[src/rtl/synth_pkg.sv]
// Shared defaults, FSM encoding and LFSR constants for the TDM NCO bank.
package synth_pkg;

   localparam int DEF_VOICES     = 8;
   localparam int DEF_VOICE_BITS = 3;
   localparam int DEF_PHASE_W    = 24;
   localparam int DEF_INC_W      = 16;
   localparam int DEF_ADDR_W     = 8;

   typedef enum logic {
      IDLE = 1'b0,
      SCAN = 1'b1
   } scan_state_t;

   // Fibonacci LFSR x^16+x^14+x^13+x^11+1, shifting right: feedback taps at bits 0,2,3,5
   localparam logic [15:0] LFSR_SEED = 16'hACE1;
   localparam logic [15:0] LFSR_TAPS = 16'h002D;

endpackage

[src/rtl/tdm_nco_bank_if.sv]
// Tick/config/slot-stream bundle between the NCO bank and its neighbours.
interface tdm_nco_bank_if #(
   parameter int VOICE_BITS = synth_pkg::DEF_VOICE_BITS,
   parameter int INC_W      = synth_pkg::DEF_INC_W,
   parameter int ADDR_W     = synth_pkg::DEF_ADDR_W
);
   logic                  tick;
   logic                  cfg_we;
   logic [VOICE_BITS-1:0] cfg_voice;
   logic [INC_W-1:0]      cfg_inc;
   logic                  cfg_en;
   logic [ADDR_W-1:0]     addr_out;
   logic [VOICE_BITS-1:0] chan_out;
   logic                  valid_out;
   logic                  mute_out;
   logic                  frame_done;
   logic                  busy;
   logic                  overrun;

   modport master (
      output tick, cfg_we, cfg_voice, cfg_inc, cfg_en,
      input  addr_out, chan_out, valid_out, mute_out, frame_done, busy, overrun
   );

   modport slave (
      input  tick, cfg_we, cfg_voice, cfg_inc, cfg_en,
      output addr_out, chan_out, valid_out, mute_out, frame_done, busy, overrun
   );
endinterface

[src/rtl/tdm_nco_bank_lfsr16.sv]
// 16-bit Fibonacci LFSR used as the phase-truncation dither source.
module lfsr16
   import synth_pkg::*;
(
   input  logic        sys_clk,
   input  logic        sys_rst_n,
   input  logic        enable,
   output logic [15:0] state
);

   logic feedback;

   assign feedback = ^(state & LFSR_TAPS);

   always_ff @(posedge sys_clk) begin
      if (!sys_rst_n) begin
         state <= LFSR_SEED;
      end else if (enable) begin
         state <= {feedback, state[15:1]};
      end
   end

endmodule

[src/rtl/tdm_nco_bank.sv]
// Time-division-multiplexed NCO bank: one voice per clock per frame, registered address stream.
// Optional dithered truncation is built when TDM_NCO_DITHER_EN is defined.
module tdm_nco_bank
   import synth_pkg::*;
#(
   parameter int VOICES     = DEF_VOICES,
   parameter int VOICE_BITS = DEF_VOICE_BITS,
   parameter int PHASE_W    = DEF_PHASE_W,
   parameter int INC_W      = DEF_INC_W,
   parameter int ADDR_W     = DEF_ADDR_W
) (
   input logic           sys_clk,
   input logic           sys_rst_n,
   tdm_nco_bank_if.slave bus
);

   localparam int FRAC_W = PHASE_W - ADDR_W;
   localparam logic [VOICE_BITS-1:0] LAST_SLOT = VOICE_BITS'(VOICES - 1);

   scan_state_t           state_q, state_d;
   logic [VOICE_BITS-1:0] slot_q, slot_d;
   logic                  slot_fire;
   logic                  slot_last;

   logic [INC_W-1:0]      inc_q   [VOICES];
   logic [PHASE_W-1:0]    phase_q [VOICES];
   logic [VOICES-1:0]     en_q;

   logic [PHASE_W-1:0]    cur_phase;
   logic [INC_W-1:0]      cur_inc;
   logic                  cur_en;
   logic [PHASE_W-1:0]    next_phase;
   logic [PHASE_W-1:0]    dithered_phase;
   logic [ADDR_W-1:0]     addr_calc;

   logic [ADDR_W-1:0]     addr_q;
   logic [VOICE_BITS-1:0] chan_q;
   logic                  valid_q;
   logic                  mute_q;
   logic                  done_q;
   logic                  overrun_q;

   always_comb begin
      state_d   = state_q;
      slot_d    = slot_q;
      slot_fire = 1'b0;
      slot_last = 1'b0;
      case (state_q)
         IDLE: begin
            if (bus.tick) begin
               state_d = SCAN;
               slot_d  = '0;
            end
         end
         SCAN: begin
            slot_fire = 1'b1;
            if (slot_q == LAST_SLOT) begin
               state_d   = IDLE;
               slot_last = 1'b1;
            end else begin
               slot_d = slot_q + VOICE_BITS'(1);
            end
         end
         default: begin
            state_d = IDLE;
         end
      endcase
   end

   always_ff @(posedge sys_clk) begin
      if (!sys_rst_n) begin
         state_q <= IDLE;
         slot_q  <= '0;
      end else begin
         state_q <= state_d;
         slot_q  <= slot_d;
      end
   end

   // The slot reads pre-edge storage, so a same-cycle config write only lands for the next frame.
   always_comb begin
      cur_phase  = phase_q[slot_q];
      cur_inc    = inc_q[slot_q];
      cur_en     = en_q[slot_q];
      next_phase = cur_en ? (cur_phase + PHASE_W'(cur_inc)) : '0;
   end

`ifdef TDM_NCO_DITHER_EN
   localparam logic [PHASE_W-1:0] FRAC_MASK = (PHASE_W'(1) << FRAC_W) - PHASE_W'(1);

   logic [15:0] lfsr_state;

   lfsr16 u_lfsr (
      .sys_clk   (sys_clk),
      .sys_rst_n (sys_rst_n),
      .enable    (slot_fire & cur_en),
      .state     (lfsr_state)
   );

   assign dithered_phase = cur_phase + (PHASE_W'(lfsr_state) & FRAC_MASK);
`else
   assign dithered_phase = cur_phase;
`endif

   assign addr_calc = ADDR_W'(dithered_phase >> FRAC_W);

   always_ff @(posedge sys_clk) begin
      if (!sys_rst_n) begin
         for (int v = 0; v < VOICES; v++) begin
            phase_q[v] <= '0;
            inc_q[v]   <= '0;
         end
         en_q <= '0;
      end else begin
         if (slot_fire) begin
            phase_q[slot_q] <= next_phase;
         end
         if (bus.cfg_we) begin
            inc_q[bus.cfg_voice] <= bus.cfg_inc;
            en_q[bus.cfg_voice]  <= bus.cfg_en;
         end
      end
   end

   // Address and channel hold between frames; the qualifiers drop back to 0.
   always_ff @(posedge sys_clk) begin
      if (!sys_rst_n) begin
         addr_q    <= '0;
         chan_q    <= '0;
         valid_q   <= 1'b0;
         mute_q    <= 1'b0;
         done_q    <= 1'b0;
         overrun_q <= 1'b0;
      end else begin
         valid_q <= slot_fire;
         mute_q  <= slot_fire & ~cur_en;
         done_q  <= slot_last;
         if (slot_fire) begin
            addr_q <= cur_en ? addr_calc : '0;
            chan_q <= slot_q;
         end
         if (bus.tick && (state_q == SCAN)) begin
            overrun_q <= 1'b1;
         end
      end
   end

   assign bus.addr_out   = addr_q;
   assign bus.chan_out   = chan_q;
   assign bus.valid_out  = valid_q;
   assign bus.mute_out   = mute_q;
   assign bus.frame_done = done_q;
   assign bus.busy       = (state_q == SCAN);
   assign bus.overrun    = overrun_q;

endmodule

[src/flat_wrapper.sv]
// flat-port wrapper written by rule: the top's interface ports become plain ports
module tdm_nco_bank_flat import synth_pkg::*;
#(
   parameter int VOICES     = DEF_VOICES,
   parameter int VOICE_BITS = DEF_VOICE_BITS,
   parameter int PHASE_W    = DEF_PHASE_W,
   parameter int INC_W      = DEF_INC_W,
   parameter int ADDR_W     = DEF_ADDR_W
)
  (sys_clk, sys_rst_n, bus_tick, bus_cfg_we, bus_cfg_voice, bus_cfg_inc, bus_cfg_en, bus_addr_out, bus_chan_out, bus_valid_out, bus_mute_out, bus_frame_done, bus_busy, bus_overrun);
  tdm_nco_bank_if #(.VOICE_BITS(VOICE_BITS), .INC_W(INC_W), .ADDR_W(ADDR_W)) bus_i ();
  input logic sys_clk;
  input logic sys_rst_n;
  input wire logic [$bits(bus_i.tick)-1:0] bus_tick;
  input wire logic [$bits(bus_i.cfg_we)-1:0] bus_cfg_we;
  input wire logic [$bits(bus_i.cfg_voice)-1:0] bus_cfg_voice;
  input wire logic [$bits(bus_i.cfg_inc)-1:0] bus_cfg_inc;
  input wire logic [$bits(bus_i.cfg_en)-1:0] bus_cfg_en;
  output wire logic [$bits(bus_i.addr_out)-1:0] bus_addr_out;
  output wire logic [$bits(bus_i.chan_out)-1:0] bus_chan_out;
  output wire logic [$bits(bus_i.valid_out)-1:0] bus_valid_out;
  output wire logic [$bits(bus_i.mute_out)-1:0] bus_mute_out;
  output wire logic [$bits(bus_i.frame_done)-1:0] bus_frame_done;
  output wire logic [$bits(bus_i.busy)-1:0] bus_busy;
  output wire logic [$bits(bus_i.overrun)-1:0] bus_overrun;
  assign bus_i.tick = bus_tick;
  assign bus_i.cfg_we = bus_cfg_we;
  assign bus_i.cfg_voice = bus_cfg_voice;
  assign bus_i.cfg_inc = bus_cfg_inc;
  assign bus_i.cfg_en = bus_cfg_en;
  assign bus_addr_out = bus_i.addr_out;
  assign bus_chan_out = bus_i.chan_out;
  assign bus_valid_out = bus_i.valid_out;
  assign bus_mute_out = bus_i.mute_out;
  assign bus_frame_done = bus_i.frame_done;
  assign bus_busy = bus_i.busy;
  assign bus_overrun = bus_i.overrun;
  tdm_nco_bank #(.VOICES(VOICES), .VOICE_BITS(VOICE_BITS), .PHASE_W(PHASE_W), .INC_W(INC_W), .ADDR_W(ADDR_W)) u_core (.sys_clk(sys_clk), .sys_rst_n(sys_rst_n), .bus(bus_i));
endmodule
[config.mk]
export PLATFORM = sky130hd
export DESIGN_NAME = tdm_nco_bank_flat
export DESIGN_NICKNAME = d
export VERILOG_FILES = /design/src/rtl/synth_pkg.sv /design/src/rtl/tdm_nco_bank_if.sv /design/src/rtl/tdm_nco_bank_lfsr16.sv /design/src/rtl/tdm_nco_bank.sv /design/src/flat_wrapper.sv
export SDC_FILE = /design/constraint.sdc
export NUM_CORES = 1
export LEC_CHECK = 0
export ABC_CLOCK_PERIOD_IN_PS = 4670
export BUFFER_PORTS_ARGS = -buffer_cell sky130_fd_sc_hd__buf_4
export CAP_MARGIN = 20
export CORE_ASPECT_RATIO = 1.75
export CORE_MARGIN = 1.5
export CORE_UTILIZATION = 59
export CTS_BUF_LIST = sky130_fd_sc_hd__clkbuf_8
export DETAILED_ROUTE_END_ITERATION = 8
export PLACE_DENSITY = 0.83
export RECOVER_POWER = 50
export SYNTH_ARGS = -nofsm -noshare
export SYNTH_HDL_FRONTEND = slang
export SYNTH_SLANG_ARGS = --single-unit
[constraint.sdc]
create_clock -name sys_clk -period 4.67 [get_ports sys_clk]
set_input_delay 0 -clock sys_clk [delete_from_list [all_inputs] [get_ports sys_clk]]
set_output_delay 0 -clock sys_clk [all_outputs]
set_load 0.02 [all_outputs]
==> out/metrics.csv, run 1 <==
metric,value,unit
status,"complete, but fails checks",
violations,"capacitance limit, slew limit",
overflow,0,
final_area,18060,um^2
async_flop_share,0,%
crit_arrival,4.69,ns
htree_num_levels,2,
ys_seq_elements,350,
cts_setup_buffers,0,
synthFlopType,edfxtp_1,
syn_avg_cell_area,14.24,um^2
clk_path_buf_depth,3,
yosys_warnings,0,
p_per_area,372.4,nW/um^2
wire_per_inst,24.31,um
die_y,221.7,um
multiInputGateArea,5577,um^2
setup-violations-final,0,
fin_crit_sh,94.02,%
place_area,17010,um^2
seqCellArea,10220,um^2
clk_pin_slew,0.07,ns
met1_usage,29.29,%
grt_use_total,28.44,%
dieArea,28360,um^2
grt_pass1_vias,10767,
clock_sinks,350,
post-place-ws,0.2702,ns
maxCapViolCount,5,
cts_tree,done,
seq_area_frac_synth,63.34,%
syn_nets,1175,
antenna_cells,0,
numCtsBuffers,48,
synth_edf_count,320,
synth_top_area_cell,edfxtp_1,
fmax,227.8,MHz
dr.pass1.iters,5,
portBuffers,39,
drive_gt1_share,19.80,%
drt_iter0_markers,895,
clkLatencyLatePin,0.60,ns
syn_area,16120,um^2
nFillCells,1818,
grt_pass1_wl,59.06,mm
use_met3,3.885,%
final_hold_viol_count,0,
ir_drop,304.2,uV
drv_slew,101,
die_w,127.9,um
hold_slack,0.1467,ns
dp_hpwl,25.47,mm
ant_nets,0,
num_io_pins,40,
hold_class,input pin to flop,
worstPathMaxFanout,22,
antenna_found_initial,0,
synth_area_leaders,"edfxtp_1 60%, mux4_2 10%, and2_1 5.0%",
grt-busiest-layer,met2,
viasPerCell,6.266,
setup-tns-final,0,ns
grt_max_degree,37,
layout_min_cycle_time,4.391,ns
leakage,6.261,nW
timing.final.ws_setup,0.2795,ns
yosysTopAreaCellShare,59.62,%
crit_required,4.97,ns
drcViolationCount,0,
grt_use_met2,52.50,%
syn_inst,1132,
criticalPathCategory,flop to flop,
max_slew_margin,-102.5,%
place_congestion,0.9291,
syn2layout_area_growth,12.07,%
skew,0.02922,ns
critPathLaunchType,flop,
rsz0062_at_grt,false,
drt-total-wl,38.82,mm
core.rowCount,79,
nets,1276,
start_util,60.39,%
tightest_slew,3.006,ns
vias,10007,
cts-root-buf,clkbuf_8,
yosys.cell_types.count,57,
fin_util,67.68,%
hold_start,bus_cfg_voice[0],
core-area,26690,um^2
crit_path_end_kind,flop,
report_power, final:
part           total, mW  leakage [nW]  switching, mW  internal (mW)
clock               2.37         0.570           1.15           1.22
sequential          3.61          3.47         0.0551           3.56
combinational      0.742          2.22          0.437          0.305
total               6.73          6.26           1.64           5.09
state kept, by name, summed over array words and instances, names as in the netlist, named ones only:
signal	cells
u_core.bus.valid_out	1
u_core.bus.addr_out	8
u_core.en_q	8
u_core.phase_q	192
u_core.bus.mute_out	1
u_core.bus.frame_done	1
u_core.bus.chan_out	3
u_core.bus.busy	1
u_core.inc_q	128
u_core.bus.overrun	1
u_core.slot_q	3
cell type report:
cell class,instances,area share (%)
inverter,17,0.3533
timing repair buffer,117,4.572
sequential,350,56.56
clock inverter,33,1.053
clock buffer,57,4.343
tap,324,2.244
multi-input combinational,699,30.87
Yosys cell counts (2+ instances only):
| library cell | instances |
|---|---|
| nor2_2 | 7 |
| nor3_1 | 23 |
| nand2b_1 | 15 |
| ha_1 | 18 |
| o21ai_1 | 2 |
| nor2b_1 | 9 |
| buf_1 | 4 |
| nand4_1 | 4 |
| o21ai_0 | 23 |
| a221o_1 | 2 |
| xor2_1 | 8 |
| o31ai_1 | 3 |
| a21boi_0 | 7 |
| o211ai_1 | 2 |
| o21a_1 | 6 |
| mux2_2 | 39 |
| a211oi_1 | 3 |
| nand3b_1 | 5 |
| buf_6 | 2 |
| or3_1 | 3 |
| nor2_1 | 180 |
| clkbuf_1 | 47 |
| inv_1 | 17 |
| nand3_1 | 17 |
| a21o_1 | 4 |
| nand2_1 | 41 |
| edfxtp_1 | 320 |
| mux2i_1 | 10 |
| mux4_2 | 74 |
| buf_2 | 12 |
| and2_1 | 129 |
| and3_1 | 3 |
| o21bai_1 | 4 |
| xnor2_1 | 7 |
| dfxtp_1 | 30 |
| a21oi_1 | 14 |
| a221oi_1 | 2 |
| nor4_1 | 2 |
| mux4_1 | 6 |
| nor3b_1 | 11 |
cells by family (layout without fill, tap and decap cells):
logic type | after synthesis | in the layout | synth area share (%)
adders and majority gates | 19 | 19 | 1.522
buffers and inverters | 83 | 224 | 2.143
AOI/OAI and AO/OA | 81 | 81 | 3.299
xor gates and xnor gates | 16 | 16 | 0.9161
and+or+nand+nor | 454 | 454 | 14.11
muxes | 129 | 129 | 14.66
DFF | 350 | 350 | 63.34
final timing paths:
path	end	slack, ns	cells after the start
max	u_core.phase_q[3][16]$_SDFFCE_PN0P_	0.28	12
min	u_core.en_q[5]$_SDFFE_PN0P_	0.15	5
max reg2reg	u_core.phase_q[3][16]$_SDFFCE_PN0P_	0.28	12
min reg2reg	u_core.en_q[4]$_SDFFE_PN0P_	0.48	2
through the flow:
stage               std cells  power (mW)
global route             1597       6.925
detailed placement       1482       4.404
CTS                      1597       6.741
global placement         1481       4.376
finish                   1597       6.727
floorplan                1132       4.140
routing by layer:
metal | up-vias | share of wire, % | wire length [um]
met5 | - | 0 | 0
met4 | 0 | 6.9 | 2680
met3 | 188 | 6.0 | 2346
met2 | 493 | 55 | 21210
met1 | 4918 | 32 | 12580
li1 | 4408 | - | -
cell usage in the layout (no fill, tap or decap), types with 8 or more instances in the layout:
| cell | count |
|---|---|
| a21oi_1 | 14 |
| and2_0 | 86 |
| and2_1 | 43 |
| buf_4 | 55 |
| clkbuf_1 | 35 |
| clkbuf_8 | 57 |
| dfxtp_1 | 28 |
| dlygate4sd3_1 | 25 |
| edfxtp_1 | 320 |
| ha_1 | 18 |
| inv_1 | 34 |
| mux2_2 | 35 |
| mux2i_1 | 10 |
| mux4_2 | 74 |
| nand2_1 | 41 |
| nand2b_1 | 15 |
| nand3_1 | 17 |
| nor2_1 | 180 |
| nor2b_1 | 9 |
| nor3_1 | 23 |
| nor3b_1 | 11 |
| o21ai_0 | 23 |
| xor2_1 | 8 |
timing repair:
action	in CTS	in global routing
endpoints found under the setup margin	0	5
hold endpoints to repair	166	0
gates resized for setup	0	1
hold buffers	25	0
critical path: stages, from the launching register on:
cell and delay (ns):
dfxtp_4 0.64, mux4_2 0.57, mux2_2 0.30, ha_1 0.25, fa_1 0.43, a21oi_1 0.25
nor3_1 0.09, buf_4 0.15, nor4b_2 0.38, o21ai_1 0.17, a221o_1 0.39, xnor2_2 0.35
nor2_1 0.09
No activity file was read; power rests on OpenSTA's default activity.
==> inputs of run 2 (changes only) <==
MAX_ROUTING_LAYER = met4   (was not set)
==> run 2 against run 1 <==
Net effect: the run still ends with capacitance limit, slew limit left; hold slack improved by 0.038 ns; first-iteration DRC count fell by 10%; routed wire length fell by 1.4%; clock skew fell by 0.014 ns; combinational power fell by 1%; final area fell by 0.85%; clock power fell by 8.4%; critical path depth did not move; clock-buffer cell count fell by 2; sequential cell count did not move.
==> out/metrics.csv, run 2 (synthesis gave the netlist of run 1 again) <==
metric,value,unit
status,"complete, but fails checks",
violations,"capacitance limit, slew limit",
core.rowCount,79,
clk_pin_slew,0.07,ns
crit_arrival,4.64,ns
setup-violations-final,0,
drt-total-wl,38.29,mm
worstHoldPathCells,4,
worstPathMaxFanout,21,
dp_hpwl,24.90,mm
post-place-ws,0.3558,ns
maxCapViolCount,6,
hold_class,input pin to flop,
leakage,6.215,nW
crit_path_frequent_cell,nor3_1,
nets,1272,
hold_start,bus_cfg_voice[0],
overflow,0,
numCtsBuffers,47,
r2r_slack,0.32,ns
dieArea,28360,um^2
criticalPathCategory,flop to flop,
seqCellArea,10220,um^2
crit_required,4.96,ns
layout_common_cells,"320 x edfxtp_1, 180 x nor2_1, 75 x and2_0",
drcViolationCount,0,
antenna_cells,0,
grt_max_degree,37,
antenna_found_initial,0,
die_y,221.7,um
slowest_stage,dfxtp_4,
fmax,230.0,MHz
p_per_area,364.1,nW/um^2
drive_gt1_share,19.35,%
tightest_slew,3.541,ns
intPower,4.929,mW
pwr-share-comb,11.3,%
max_slew_margin,-138.1,%
grt_use_total,28.69,%
viasPerCell,6.228,
final_common_cell,edfxtp_1,
crit_path_end_kind,flop,
die_w,127.9,um
largest_reg_flops,192,
num_io_pins,40,
clock_sinks,350,
post_cts_resized,0,
nFillCells,1870,
clkPwrFrac,33.3,%
max_stage_delay,0.62,ns
cts_setup_buffers,0,
cts-root-buf,clkbuf_8,
place_congestion,0.9679,
drv_slew,134,
setup-tns-final,0,ns
drt_iter0_markers,805,
final_hold_viol_count,0,
portBuffers,39,
ir_drop,292.3,uV
ff2ff_path_depth,12,
fin_crit_sh,93.11,%
htree_num_levels,2,
p_seq_share,55.4,%
hold_slack,0.1850,ns
multiInputGateArea,5563,um^2
dp_cells,1479,
core-area,26690,um^2
reg_top3,"u_core.phase_q (192), u_core.inc_q (128)",
min_to,u_core.inc_q[5][1]$_SDFFCE_PN0P_,
grt_pass1_wl,57.96,mm
sw_frac_of_total,24.42,%
stdcell_count,1590,
power.switching,1.593,mW
wire_per_inst,24.08,um
vias,9903,
ant_nets,0,
skew,0.01564,ns
hold_buffers,20,
rsz0062_at_grt,false,
timing.final.ws_setup,0.3216,ns
start_util,60.39,%
layout_min_cycle_time,4.348,ns
clkLatencyLatePin,0.58,ns
syn2layout_area_growth,11.12,%
dr.pass1.iters,5,
grt_pass1_vias,10372,
cts_tree,done,
r2r_end,u_core.phase_q[7][18]$_SDFFCE_PN0P_,
critPathLaunchType,flop,
clk_path_buf_depth,3,
largest-register,u_core.phase_q,
path_cells,mux4_2 > mux2_2 > ha_1 > fa_1 > a21oi_1 > nor3_1 > buf_4 > nor4b_2 > o21ai_1 > a221o_1 > a21oi_2 > nor3_1,
## run 2: cell count changes in the layout (fill, tap and decap cells not counted), sizes merged
cell	change
buf	-1
bufinv	-2
clkbuf	-2
clkinv	-4
dlygate4sd3	-2
inv	+4
## run 2: per-layer routing
metal	up-vias	GRT usage [%]	wire length, um	share of wire, %
li1	4387	-	-	-
met1	4943	29.86	12670	33
met2	424	51.80	21400	56
met3	149	4.223	2281	6.0
met4	0	14.68	1936	5.1
met5	-	-	0	0
## run 2: cell type report
type	instances	share of cell area, %
tap	324	2.264
sequential	350	57.06
clock buffer	55	4.227
multi-input combinational	699	31.06
inverter	17	0.3563
timing repair buffer	114	4.366
clock inverter	31	0.6707
## run 2: through the flow
stage	area (um^2)	utilization (%)	power, mW
floorplan	16120	-	4.140
global placement	16970	63.59	4.374
detailed placement	16970	63.59	4.400
CTS	18050	67.63	6.534
global route	17910	67.11	6.720
finish	17910	67.11	6.522
## run 2: power groups by stage
stage / Sequential (mW) / Clock, mW / Combinational (mW)
2_1_floorplan: 3.65 / 0 / 0.490
3_3_place_gp: 3.67 / 0 / 0.707
3_5_place_dp: 3.68 / 0 / 0.720
4_1_cts: 3.61 / 2.18 / 0.737
5_1_grt: 3.63 / 2.31 / 0.783
6_report: 3.61 / 2.17 / 0.734
## run 2: worst max path at each step
stage	start	end	cells past startpoint
2_1_floorplan	flop	u_core.phase_q[4][16]$_SDFFCE_PN0P_	15
6_report	flop	u_core.phase_q[7][18]$_SDFFCE_PN0P_	12
4_1_cts	flop	u_core.phase_q[4][16]$_SDFFCE_PN0P_	11
5_1_grt	flop	u_core.phase_q[7][16]$_SDFFCE_PN0P_	11
3_5_place_dp	flop	u_core.phase_q[6][18]$_SDFFCE_PN0P_	12
3_3_place_gp	flop	u_core.phase_q[2][16]$_SDFFCE_PN0P_	11
## run 2: critical path: cells and delay by family, from the launching register on
family                   cells  cell delay (ns)
AO/OA/AOI/OAI                4             1.17
adder cells (fa/ha/maj)      2             0.68
buffers and inverters        1             0.16
multiplexers                 2             0.85
flip-flops                   1             0.62
AND/OR/NAND/NOR              3             0.56
